[src/rtl/bit_reorder_pkg.sv]
// Shared types and helpers for the bit-order remapping deserializer.
package bit_reorder_pkg;

   typedef enum logic [1:0] {IDLE, SHIFT, HOLD} state_t;

   // Width of the bit-position counter, which spans 0..n-1.
   function automatic int cnt_w(input int n);
      return (n < 2) ? 1 : $clog2(n);
   endfunction

endpackage

[src/rtl/bit_reorder_map.sv]
// Restores natural bit order: serial bit i lands at word[i] or word[N-1-i].
module bit_reorder_map
   import bit_reorder_pkg::*;
#(
   parameter int N         = 8,
   parameter bit MSB_FIRST = 1'b0
)
(
   input  logic [N-1:0] i_bits,
   output logic [N-1:0] o_word
);

   genvar gi;
   generate
      for (gi = 0; gi < N; gi++) begin : g_map
         if (MSB_FIRST) begin : g_msb
            assign o_word[N-1-gi] = i_bits[gi];
         end else begin : g_lsb
            assign o_word[gi] = i_bits[gi];
         end
      end
   endgenerate

endmodule

[src/rtl/bit_reorder_deser.sv]
// Framed serial-to-parallel receiver: collects N bits starting at s_sof,
// remaps them to natural order and holds the word until m_ready.
module bit_reorder_deser
   import bit_reorder_pkg::*;
#(
   parameter int N         = 8,
   parameter bit MSB_FIRST = 1'b0
)
(
   input  logic         clk,
   input  logic         rst,
   input  logic         s_valid,
   input  logic         s_data,
   input  logic         s_sof,
   output logic         s_ready,
   output logic         m_valid,
   output logic [N-1:0] m_data,
   input  logic         m_ready,
   output logic         frame_err,
   output logic         busy
);

   localparam int            CW       = cnt_w(N);
   localparam logic [CW-1:0] CNT_LAST = CW'(N - 1);
   localparam logic [CW-1:0] CNT_ONE  = CW'(1);

   state_t         r_state;
   logic [CW-1:0]  r_cnt;
   logic [N-1:0]   r_shift;
   logic           r_m_valid;
   logic [N-1:0]   r_m_data;
   logic           r_frame_err;

   state_t         w_state_next;
   logic [CW-1:0]  w_cnt_next;
   logic [N-1:0]   w_shift_next;
   logic           w_m_valid_next;
   logic           w_frame_err_next;
   logic           w_load;
   logic [N-1:0]   w_word;

   // The remap sees the shift value including the bit accepted this cycle,
   // so the final bit and the word load share one edge.
   bit_reorder_map #(
      .N         (N),
      .MSB_FIRST (MSB_FIRST)
   ) u_map (
      .i_bits (w_shift_next),
      .o_word (w_word)
   );

   always_ff @(posedge clk) begin
      if (rst) begin
         r_state     <= IDLE;
         r_cnt       <= '0;
         r_shift     <= '0;
         r_m_valid   <= 1'b0;
         r_m_data    <= '0;
         r_frame_err <= 1'b0;
      end else begin
         r_state     <= w_state_next;
         r_cnt       <= w_cnt_next;
         r_shift     <= w_shift_next;
         r_m_valid   <= w_m_valid_next;
         r_frame_err <= w_frame_err_next;
         if (w_load) begin
            r_m_data <= w_word;
         end
      end
   end

   always_comb begin
      w_state_next     = r_state;
      w_cnt_next       = r_cnt;
      w_shift_next     = r_shift;
      w_m_valid_next   = r_m_valid;
      w_frame_err_next = 1'b0;
      w_load           = 1'b0;
      case (r_state)
         IDLE: begin
            if (s_valid) begin
               if (s_sof) begin
                  w_shift_next    = '0;
                  w_shift_next[0] = s_data;
                  w_cnt_next      = CNT_ONE;
                  w_state_next    = SHIFT;
               end else begin
                  w_frame_err_next = 1'b1;
               end
            end
         end
         SHIFT: begin
            if (s_valid) begin
               if (s_sof) begin
                  // Early start-of-frame: flag it and treat this bit as a fresh word.
                  w_frame_err_next = 1'b1;
                  w_shift_next     = '0;
                  w_shift_next[0]  = s_data;
                  w_cnt_next       = CNT_ONE;
               end else begin
                  w_shift_next[r_cnt] = s_data;
                  if (r_cnt == CNT_LAST) begin
                     w_state_next   = HOLD;
                     w_cnt_next     = '0;
                     w_m_valid_next = 1'b1;
                     w_load         = 1'b1;
                  end else begin
                     w_cnt_next = r_cnt + CNT_ONE;
                  end
               end
            end
         end
         HOLD: begin
            if (m_ready) begin
               w_state_next   = IDLE;
               w_m_valid_next = 1'b0;
            end
         end
         default: begin
            w_state_next = IDLE;
         end
      endcase
   end

   assign s_ready   = (r_state != HOLD);
   assign busy      = (r_state != IDLE);
   assign m_valid   = r_m_valid;
   assign m_data    = r_m_data;
   assign frame_err = r_frame_err;

endmodule

[config.mk]
export PLATFORM = sky130hd
export DESIGN_NAME = bit_reorder_deser
export DESIGN_NICKNAME = d
export VERILOG_FILES = /design/src/rtl/bit_reorder_pkg.sv /design/src/rtl/bit_reorder_map.sv /design/src/rtl/bit_reorder_deser.sv
export SDC_FILE = /design/constraint.sdc
export NUM_CORES = 1
export LEC_CHECK = 0
export ABC_AREA = 1
export BUFFER_PORTS_ARGS = -buffer_cell sky130_fd_sc_hd__buf_4
export CAP_MARGIN = 15
export CORE_UTILIZATION = 28
export CTS_BUF_LIST = sky130_fd_sc_hd__clkbuf_8
export DETAILED_ROUTE_END_ITERATION = 10
export PLACE_DENSITY = 0.48
export SYNTH_ARGS = -nofsm -noshare
export SYNTH_HDL_FRONTEND = slang
export SYNTH_SLANG_ARGS = --single-unit
[constraint.sdc]
create_clock -name clk -period 2 [get_ports clk]
set_clock_uncertainty 0.2 [all_clocks]
set_input_delay 0.3 -clock clk [delete_from_list [all_inputs] [get_ports clk]]
set_output_delay 0.3 -clock clk [all_outputs]
set_load 0.01 [all_outputs]
Word-level counts from Yosys, hierarchy flattened
Cells that the tools add are included.

operators by class
  $add $sub $neg = 1
  order comparisons = 2
  eq/ne operators = 10
  muxes and demuxes = 35
  reduce and logical (&&, ||, !) cells = 8

operator list
  kind                   count
  $mux W8                4
  $pmux W8 S2            1
  $mux W3                5
  $ne A2 B2 Y1 const B   7
  $mux W1                13
  $mux W2                6
  $bwmux W8              1
  $pmux W2 S3            1
  $pmux W3 S2            1
  $reduce_and A6 Y1      1
  $reduce_bool A2 Y1     3
  $reduce_and A5 Y1      1
  $lt A3 B4 Y1 const B   1
  $pmux W1 S2            2
  $reduce_and A4 Y1      1
  $add A3 B1 Y3 const B  1
  $demux W1 S3           1
  $eq A3 B3 Y1 const B   1
  $ge A3 B1 Y1 const B   1
  $eq A2 B1 Y1 const B   1
  $eq A2 B2 Y1 const B   1
  $logic_not A2 Y1       1
  $logic_and A1 B1 Y1    1

storage, ports and cells
  register bits = 23
  bits of input ports = 6
  output and inout bits = 12
  logic and storage cells = 62

Depth between registers and ports, before layout
  depth in word-level cells = 8
  depth in mapped cells = 9

Cells and area by module
Synthesis repeated with hierarchy kept, for this count alone.

second synthesis, totals
  cells, all modules = 185
  area, all modules = 1229.9 um^2

modules (own cells, without submodules)
  module             times used  cells each  area each (um^2)  sequential area each (um^2)
  bit_reorder_deser  1           177         1169.9            460.4
  bit_reorder_map    1           8           60.1              0.0

Worst setup path before layout
No wires, ideal clock.

  path kind = reg-to-reg
  start point = register r_cnt[0]
  end point = register r_m_data[6] (netlist: m_data[6])
  data arrival time = 1421 ps
  required time = 1691 ps
  slack = 270 ps
  stages on the path, launching flop included = 9
  buffers on the path = 1
  cell sequence = dfxtp_1 > ha_1 > ha_1 > inv_1 > nor3_4 > buf_6 > nand4_1 > nand2_1 > inv_1

on the way
  cells in the longest elaborated chain, start to end = 8

RTL lines
  element                                                                    RTL line                  RTL
  start: declaration                                                         bit_reorder_deser.sv:28   logic [CW-1:0] r_cnt;
  start signal: assignment                                                   bit_reorder_deser.sv:62   r_cnt <= w_cnt_next;
  $lt A3 B4 Y1 (implied by the code) / $ge A3 B1 Y1 (equally long branches)  bit_reorder_deser.sv:101  w_shift_next[r_cnt] = s_data;
  $logic_and A1 B1 Y1 (implied by the code)                                  bit_reorder_deser.sv:101
  $mux W1 (implied by the code)                                              bit_reorder_deser.sv:101
  $demux W1 S3                                                               bit_reorder_deser.sv:101
  $bwmux W8                                                                  bit_reorder_deser.sv:101
  $mux W8                                                                    bit_reorder_deser.sv:94   if (s_sof) begin
  $mux W8                                                                    bit_reorder_deser.sv:93   if (s_valid) begin
  $pmux W8 S2                                                                bit_reorder_deser.sv:79   case (r_state)
  end signal: assignment                                                     bit_reorder_deser.sv:67   r_m_data <= w_word;
  end: declaration                                                           bit_reorder_deser.sv:31   logic [N-1:0] r_m_data;

Parallel ways exist; a longest one is shown, timed or not.
A chain may end at the register's enable or synchronous reset.

Final worst setup path
  start point = register r_cnt[2]
  end point = register r_m_data[6] (netlist: m_data[6])

The elaborated chain is that of the path after synthesis.

==> impl_metrics.ini <==
[clock_network]
cts_root_buffer = clkbuf_8
cts_buffer_depth = 2
clock-sinks = 23
htreeDepth = 1
hold_buffers = 0
postCtsSetupBuffers = 0
insertion_delay_ns = 0.26
cts_tree = yes
numCtsBuffers = 3
cts-resized-gates = 0
path_clk_slew_ns = 0.09

[finish]
area_growth_pct = 18.0
final_cell_mix = nand2_1, inv_1, nand3_1, dfxtp_1, nor2_1
final_layout_size_suffix_gt1_frac = 0.144
final_nets = 211
fillers = 444
layout_commonest_cell = nand2_1
diodes = 0
design_area_mm2 = 0.00144

[synthesis]
syn-mean-instance-area_um2 = 6.67
yosys.area_share.simple = 0.358
ys_ff_latch = 23
synthMuxAreaShare = 0
synthCells = 183
synth_top_family_by_area = simple AND/OR/NAND/NOR gates
synth_compound_gate_area_share = 0.101
synth-seq-area-share = 0.377
synth-xor-area-share = 0
ys_warn_count = 0
synth_area_mm2 = 0.00122
synthAdderAreaFrac = 0.0307
synth_cell_types = 19
synthesis.nets = 192

[pwr]
ir_worst_vdd_mv = 0.471
p_leak_nw = 0.694
power_density_mw_per_mm2 = 601

[sta]
relSlewSlack = 0.729
period_minus_slack_ns = 1.71
holdWs_ns = 0.136
rsz0062_at_grt = false
final_hold_viol_count = 0
slew_violations = 0
tns_ns = 0
finalCritPeriodShare = 0.855
tightest_slew_ns = 0.406
final-setup-viol-count = 0
max_clock_freq_mhz = 585

[detailed_routing]
via_count = 1103
drtIter0Drc = 52
ant_nets = 0
viasPerCell = 4.39
drt-total-wl_mm = 2.59
post_drt_wl_per_cell_um = 10.3
first_pass_iters = 4
drc = 0

[global_route]
grt_pass1_wl_mm = 4.70
grt_max_degree = 23
grt_remaining_overflow = 0
antenna_found_initial = 0
grtUsageTotal = 0.135
grt_pass1_vias = 1059

[status]
status = finished, final reports clean

[floorplanning]
pin_count = 18
die_h_um = 68.0
die_w_um = 68.0
rows = 23
die_area_mm2 = 0.00463
start_util = 0.299
coreArea_mm2 = 0.00409

[setup_path]
critPathMaxStageDelay_ns = 0.51
crit_path_end_kind = flop
crit_type = reg2reg
r2r_cells = 7
critical_path.top_delay_family = flip-flops
start_kind = flop
cpMostUsedCell = inv_1
timing.rr.end = m_data[6]$_SDFFE_PP0P_
crit_chain = ha_1 -> inv_1 -> nor3_4 -> buf_4 -> nand4_1 -> nand2_1 -> inv_1
cp_data_arrival_time_ns = 1.68
reg2reg_slack_ns = 0.29
required_ns = 1.97
critPathMaxFanout = 17
critical_path.reg2reg.startpoint = r_cnt[2]$_SDFFE_PP0P_
crit_buf_inv = 3
slowest_stage = dfxtp_1

[worst_hold_path]
whs_endpoint = r_state[1]$_SDFFE_PP0P_
hold_depth = 4
hold_start = m_ready
hold_class = in2reg

[placement]
hpwl_mm = 1.86
place_area_mm2 = 0.00140
place_congestion = 0.758
io_buffers = 17

[run]
cap_violations = 0
==> metal layers <==
layer	track usage	routed length, µm
met5	0	0
met1	0.175	1290
met2	0.214	1120
met3	0.0450	170
met4	0.0313	14
==> sequential cells by signal, summed over array words and instances (netlist names) <==
name / count
m_valid: 1
r_cnt: 3
m_data: 8
r_shift: 8
r_state: 2
frame_err: 1
==> cell usage after synthesis <==
cell type / number / area share
a221oi_1: 1 / 0.0072
nand3_4: 1 / 0.014
nand2_1: 43 / 0.13
clkbuf_1: 3 / 0.0092
buf_6: 2 / 0.018
a21oi_1: 12 / 0.049
clkbuf_2: 1 / 0.0041
ha_1: 3 / 0.031
dfxtp_1: 23 / 0.38
inv_1: 33 / 0.10
nor4_1: 1 / 0.0051
nor2_1: 22 / 0.068
nand4_1: 3 / 0.015
o211ai_1: 5 / 0.031
nor3_4: 1 / 0.013
nor2_2: 3 / 0.015
o31ai_1: 1 / 0.0061
o21ai_0: 2 / 0.0082
nand3_1: 23 / 0.094
==> cells by family after synthesis <==
logic type | after synthesis
AND/OR/NAND/NOR | 97
flip-flops | 23
buffers and inverters | 39
AO/OA/AOI/OAI | 21
adder cells (fa/ha/maj) | 3
==> per-stage QoR <==
stage | power (mW) | util | setup slack, ns | cells
after detailed placement | 0.584 | 0.341 | 0.290 | 247
after global routing | 0.920 | 0.353 | 0.0708 | 251
final | 0.866 | 0.353 | 0.290 | 251
after floorplan | 0.548 | - | 0.270 | 183
after CTS | 0.886 | 0.353 | 0.270 | 251
after global placement | 0.585 | 0.341 | 0.333 | 247
==> report_power, final <==
group,internal (mW),switching (mW),total [mW]
clock,0.139,0.155,0.294
combinational,0.0350,0.0627,0.0977
sequential,0.466,0.00768,0.474
total,0.640,0.226,0.866
==> area by class of cell <==
class	count	area, µm²	area share
sequential	23	460	0.319
clock buffer	3	41.3	0.0286
inverter	33	124	0.0859
multi-input combinational	121	598	0.415
clock inverter	1	5.00	0.00347
tap	50	62.6	0.0434
timing repair buffer	20	150	0.104
==> worst reg2reg max path: stages, from the launching register on <==
cell and delay, ns:
dfxtp_1 0.51, ha_1 0.23, inv_1 0.09, nor3_4 0.15, buf_4 0.23, nand4_1 0.12, nand2_1 0.06, inv_1 0.03
==> how the worst max path moves through the flow <==
stage          slack [ns]                      to                   from  cells after the start
6_report             0.29  m_data[6]$_SDFFE_PP0P_  r_cnt[2]$_SDFFE_PP0P_                      7
5_1_grt              0.07  m_data[0]$_SDFFE_PP0P_  r_cnt[2]$_SDFFE_PP0P_                      8
4_1_cts              0.27  m_data[6]$_SDFFE_PP0P_  r_cnt[2]$_SDFFE_PP0P_                      7
3_5_place_dp         0.29  m_data[6]$_SDFFE_PP0P_  r_cnt[2]$_SDFFE_PP0P_                      7
3_3_place_gp         0.33  m_data[4]$_SDFFE_PP0P_  r_cnt[2]$_SDFFE_PP0P_                      7
2_1_floorplan        0.27  m_data[6]$_SDFFE_PP0P_  r_cnt[0]$_SDFFE_PP0P_                      8
No activity file was read; power rests on OpenSTA's default activity.
